## src/rtl/fpu_fpr_wb_ctl.sv

```systemverilog
// fpu_fpr_wb_ctl: FPR writeback FIFO with per-register busy scoreboard and RAW/WAW issue stall
module fpu_fpr_wb_ctl #(
  parameter int FPLEN = 16,
  parameter int DEPTH = 4
) (
  input  logic                    clk,
  input  logic                    rst_l,
  input  logic                    issue_valid,
  input  logic [4:0]              issue_rd,
  input  logic                    rden0,
  input  logic                    rden1,
  input  logic                    rden2,
  input  logic [4:0]              raddr0,
  input  logic [4:0]              raddr1,
  input  logic [4:0]              raddr2,
  output logic                    issue_stall,
  input  logic                    res_valid,
  input  logic [4:0]              res_rd,
  input  logic [FPLEN-1:0]        res_data,
  output logic                    res_ready,
  output logic                    wen0,
  output logic [4:0]              waddr0,
  output logic [FPLEN-1:0]        wd0,
  output logic [31:0]             busy,
  output logic [$clog2(DEPTH):0]  wb_count
);
  localparam int AW = $clog2(DEPTH);
  localparam int CW = AW + 1;
  logic [4:0]       rd_mem_q  [DEPTH];
  logic [4:0]       rd_mem_d  [DEPTH];
  logic [FPLEN-1:0] dat_mem_q [DEPTH];
  logic [FPLEN-1:0] dat_mem_d [DEPTH];
  logic [AW-1:0]    wp_q, wp_d, rp_q, rp_d;
  logic [CW-1:0]    cnt_q, cnt_d;
  logic [31:0]      busy_q, busy_d;
  logic             empty, full, push, pop, hazard, accept;
  // FIFO status, head presentation and hazard detection; a pop never frees a slot for a same-cycle push
  always_comb begin
    empty       = cnt_q == '0;
    full        = cnt_q[AW];
    res_ready   = rst_l & !full;
    push        = res_valid & res_ready;
    pop         = !empty;
    wen0        = !empty;
    waddr0      = empty ? '0 : rd_mem_q[rp_q];
    wd0         = empty ? '0 : dat_mem_q[rp_q];
    hazard      = (rden0 & busy_q[raddr0]) | (rden1 & busy_q[raddr1]) |
                  (rden2 & busy_q[raddr2]) | busy_q[issue_rd];
    issue_stall = issue_valid & hazard;
    accept      = issue_valid & !hazard;
    busy        = busy_q;
    wb_count    = cnt_q;
  end
  // next state: enqueue result, advance pointers, and update scoreboard with set taking priority
  always_comb begin
    rd_mem_d  = rd_mem_q;
    dat_mem_d = dat_mem_q;
    if (push) begin
      rd_mem_d[wp_q]  = res_rd;
      dat_mem_d[wp_q] = res_data;
    end
    wp_d   = wp_q + AW'(push);
    rp_d   = rp_q + AW'(pop);
    cnt_d  = cnt_q + CW'(push) - CW'(pop);
    busy_d = (busy_q & ~(32'(pop) << waddr0)) | (32'(accept) << issue_rd);
  end
  // control state, cleared asynchronously so queued results are discarded at once
  always_ff @(posedge clk or negedge rst_l) begin
    if (!rst_l) begin
      wp_q   <= '0;
      rp_q   <= '0;
      cnt_q  <= '0;
      busy_q <= '0;
    end else begin
      wp_q   <= wp_d;
      rp_q   <= rp_d;
      cnt_q  <= cnt_d;
      busy_q <= busy_d;
    end
  end
  // FIFO storage needs no reset; occupancy alone decides what is valid
  always_ff @(posedge clk) begin
    rd_mem_q  <= rd_mem_d;
    dat_mem_q <= dat_mem_d;
  end
endmodule

```

## config.mk

```make
export PLATFORM = sky130hd
export DESIGN_NAME = fpu_fpr_wb_ctl
export DESIGN_NICKNAME = d
export VERILOG_FILES = /design/src/rtl/fpu_fpr_wb_ctl.sv
export SDC_FILE = /design/constraint.sdc
export NUM_CORES = 1
export LEC_CHECK = 0
export CAP_MARGIN = 20
export CORE_AREA = 2 2 115 117
export CTS_CLUSTER_DIAMETER = 80
export DETAILED_ROUTE_END_ITERATION = 7
export DIE_AREA = 0 0 117 119
export GPL_TIMING_DRIVEN = 0
export PLACE_DENSITY = 0.74
export SKIP_CTS_REPAIR_TIMING = 1
export SYNTH_ARGS = -nofsm -noshare
export SYNTH_HDL_FRONTEND = slang
export SYNTH_SLANG_ARGS = --single-unit
```

## constraint.sdc

```tcl
create_clock -name clk -period 6.84 [get_ports clk]
set_input_delay 2.052 -clock clk [delete_from_list [all_inputs] [get_ports clk]]
set_output_delay 2.052 -clock clk [all_outputs]
set_load 0.005 [all_outputs]
```

# After elaboration in Yosys (flattened, before gate mapping)
# Index checks and enable logic that the tools add are counted.
# word_totals
input_bits	48
reg_bits	123
output_inout_bits	59
elab_cells	67
# op_classes
shift	2
n_bitwise	15
reduce_logical	5
addsub	4
n_lt_le_gt_ge	7
mux	22
# op_table
cell	count
64-bit bitwise mux	1
16-bit 2-to-1 mux	4
1-bit by 5-bit left shift with 32-bit output	2
32-bit bitwise AND	1
16-bit binary-select mux with 2-bit select	1
16-bit demux with 2-bit select	1
32-bit inverter	1
32-bit OR	1
5-bit by 6-bit < comparator with 1-bit output (second input constant)	4
1-bit binary-select mux with 5-bit select	4
20-bit bitwise mux	1
5-bit 2-to-1 mux	4
5-bit binary-select mux with 2-bit select	1
5-bit demux with 2-bit select	1
1-bit bitwise AND	7
3-bit >= comparator (second input constant)	2
2-bit inverter with 3-bit output	2
2-bit by 1-bit adder with 2-bit output	2
1-bit 2-to-1 mux	4
3-bit by 1-bit adder with 3-bit output	1
1-bit logical NOT	3
3-bit logical NOT	1
3-bit by 1-bit < comparator with 1-bit output (second input constant)	1
1-bit OR	3
other kinds (2)	2

# Depth between registers and ports, before layout
# Gate-level depths: netlist of the first run.
# logic_depth
word_depth	10
ltp_mapped	11
ltp_nobuf	9

# Worst setup path after synthesis of the first run
# No wires, ideal clock.
# synth_path
kind	input-to-output
start	in raddr1[0]
end	out issue_stall
t_required_ns	4.788
path_slack_ns	1.157
stages	7
arrival_ns	3.631
n_path_buf	1
cell_sequence	clkbuf_1 > mux4_2 > mux2i_1 > mux2i_1 > a2bb2oi_1 > nand4_2 > and2_1
# synth_between
elab_chain_cells	7
# synth_lines
item	line	rtl
start, declared	14	input logic [4:0] raddr1,
1-bit binary-select mux with 5-bit select	47	hazard = (rden0 & busy_q[raddr0]) | (rden1 & busy_q[raddr1]) |
1-bit 2-to-1 mux (not written as such)	47	
1-bit bitwise AND	47	
1-bit OR (2 in series)	47	
1-bit OR	48	(rden2 & busy_q[raddr2]) | busy_q[issue_rd];
1-bit bitwise AND	49	issue_stall = issue_valid & hazard;
end, declared	16	output logic issue_stall,
# Every way passes these cells. The select of a mux whose other input is x is not followed.

# Final worst setup path of the first run
# layout_path
start	in issue_rd[1]
end	out issue_stall
# layout_between
elab_chain_cells	4
# layout_lines
item	line	rtl
start, declared	9	input logic [4:0] issue_rd,
1-bit binary-select mux with 5-bit select	48	
1-bit 2-to-1 mux (not written as such)	48	
1-bit OR	48	
1-bit bitwise AND	49	
# Every way passes these cells. The select of a mux whose other input is x is not followed.

==> results of run 1 <==
## cells in the final DEF (no fill, tap or decap), drive strengths merged, types with 3 or more instances in the layout
cell type / n
inv: 11
nand2: 51
mux2: 4
nor2b: 9
mux4: 41
nand2b: 3
clkdlybuf4s50: 96
buf: 29
nor3: 7
a22oi: 5
and2: 23
clkinv: 5
edfxtp: 84
clkbuf: 24
ha: 4
nor2: 14
bufinv: 4
dfrtp: 39
nand3b: 3
nand3: 10
o21ai: 65
mux2i: 29
## cell families (layout without fill, tap and decap cells)
group / count (synthesis) / after routing / synth area share (%)
buffers and inverters: 34 / 171 / 2.71
XOR/XNOR: 4 / 4 / 0.563
AND/OR/NAND/NOR: 128 / 128 / 10.2
multiplexers: 74 / 74 / 20.5
adder cells (fa/ha/maj): 5 / 5 / 1.13
AO/OA/AOI/OAI: 82 / 82 / 8.73
flip-flops: 123 / 123 / 56.2
## registers in the layout, summed over array words and instances, names as in the netlist
signal and count:
rd_mem_q 20, wb_count 3, dat_mem_q 64, wp_q 2, rp_q 2, busy 32
## where the power goes
group	total, W	leakage, nW	internal [W]	switching (W)
clock	0.000935	0.301	0.000612	0.000324
combinational	0.00137	1.38	0.000777	0.000589
sequential	0.00115	1.24	0.000949	0.000200
total	0.00345	2.92	0.00234	0.00111
## layout make-up
class	instances	area, sq um	share of cell area (%)
tap	176	220	2.70
multi-input combinational	293	2580	31.6
clock inverter	14	194	2.38
sequential	123	3500	42.9
timing repair buffer	105	1060	13.0
inverter	8	30.0	0.368
clock buffer	18	429	5.26
buffer	26	140	1.72
## stage by stage
step                      std cells  power [W]  instance area [sq um]
final                           763    0.00345                   8150
after global routing            763    0.00365                   8150
after CTS                       761    0.00347                   8130
after detailed placement        729    0.00251                   7500
after global placement          723    0.00247                   7410
after floorplan                 450    0.00184                   6220
## critical path, stage by stage
cell,delay (ns)
clkdlybuf4s50_1,0.52
buf_2,0.24
mux4_1,0.31
mux2i_1,0.17
nand2_1,0.09
a311oi_2,0.38
nand4_4,0.14
and2_1,0.18
clkdlybuf4s50_1,0.44
## worst max path at each step
stage	cells after the start	startpoint	slack (ns)	end
finish	9	issue_rd[1]	0.27	issue_stall
global route	9	issue_rd[2]	0.13	issue_stall
CTS	9	issue_rd[1]	-0.22	issue_stall
detailed placement	9	issue_rd[1]	-0.22	issue_stall
global placement	4	rst_l	-0.69	dat_mem_q[33]
floorplan	7	raddr1[0]	1.16	issue_stall
## metal layers
metal / up-vias / wire length, microns / track usage (%)
met5: - / 0 / 0
met4: 0 / 315 / 8.09
met3: 25 / 1020 / 5.60
met2: 193 / 8250 / 40.8
met1: 2187 / 6170 / 29.9
li1: 1969 / - / -
==> metrics.csv, run 1 <==
metric;value;unit
cts_sinks;123;
reg2regPathDepth;11;
leakagePower;2.92;nW
synth_most_common_cell;edfxtp_1;
synth.distinct_cells;42;
grt_overflow_total;0;
finalSetupTns;0;ns
drv_slew;0;
root_buffer;clkbuf_16;
synth_top_area_cell;edfxtp_1;
fmax;152;MHz
synth_top_cell_area_share;40.5;%
path_class;primary input to output port;
synthCells;450;
synthFlopType;edfxtp_1;
first_pass_iters;4;
rows;42;
arrival;4.52;ns
die_w;117;microns
yosys-top-cells-area;edfxtp_1, dfrtp_1, mux4_2;
setup-violations-final;0;
worst_hold_path.endpoint;wb_count[2];
hold_start;wb_count[2];
worstSkewPairLatency;0.41;ns
layout_setup_ws;0.267;ns
rr_endpoint;wb_count[2];
drive_gt1_share;21.3;%
syn_to_final_growth;31.0;%
core;0.0129;sq mm
antenna_found_initial;0;
dr_total_vias;4374;
post_drt_wl_per_cell;20.6;microns
drc;0;
synth_seq_cells;123;
ys_warn_count;0;
hold_path_class;register to register;
reg2reg_from;wb_count[2];
antenna_cells;0;
port_buffers;97;
cp.required;4.79;ns
grt_use_total;23.9;%
peakVddDrop;284;uV
initial_utilization;48.3;%
wirelength;15.7;mm
dr.first_iter.drc_count;269;
worstPathMaxFanout;10;
vias_per_cell;5.73;
dieHeight;119;microns
hold_viol;0;
slew_headroom;41.1;%
synth_area;0.00622;sq mm
grt_first_pass_wirelength;24.7;mm
ff2ff_setup_slack;3.83;ns
cts_buffers;17;
tightest_slew;0.884;ns
drv_cap;0;
ant_nets;0;
cts_buffer_depth;2;
fillerInstances;989;
post-route-period-util;96.1;%
min_period;6.57;ns
clk_pin_slew_worst_paths;0.06;ns
rsz0062_at_grt;no;
holdWs;0.519;ns
status;finished clean;
first_global_vias;4549;
dieArea;0.0139;sq mm
grt_max_degree;41;
synth_common_cells;edfxtp_1, nand2_1, dfrtp_1;
dp.final_hpwl;11.5;mm
ios;107;
synth-async-reset-ratio;31.7;%
dp_slack;-0.216;ns
synth_edf_count;84;
syn_avg_cell_area;13.8;sq um
finalCoreUtilization;63.3;%
cellPowerDensity;423;mW/mm^2
cts_tree;yes;
startpoint_type;primary input;
finalClockSkew;0.00809;ns
yosysSeqAreaShare;56.2;%
nNetsFinal;627;
htree_levels;4;
hold_depth;1;
end_kind;output port;
finalWeightedCongestion;0.930;
synth_nets;503;
(Power assumes the default switching activity.)
==> inputs of run 2 (changes only) <==
--- a/config.mk
+++ b/config.mk
@@ -16,3 +16,4 @@
 export SYNTH_ARGS = -nofsm -noshare
 export SYNTH_HDL_FRONTEND = slang
 export SYNTH_SLANG_ARGS = --single-unit
+export TNS_END_PERCENT = 30
==> results of run 2 <==
Final layout, timing and power as in run 1 (identical DEF).
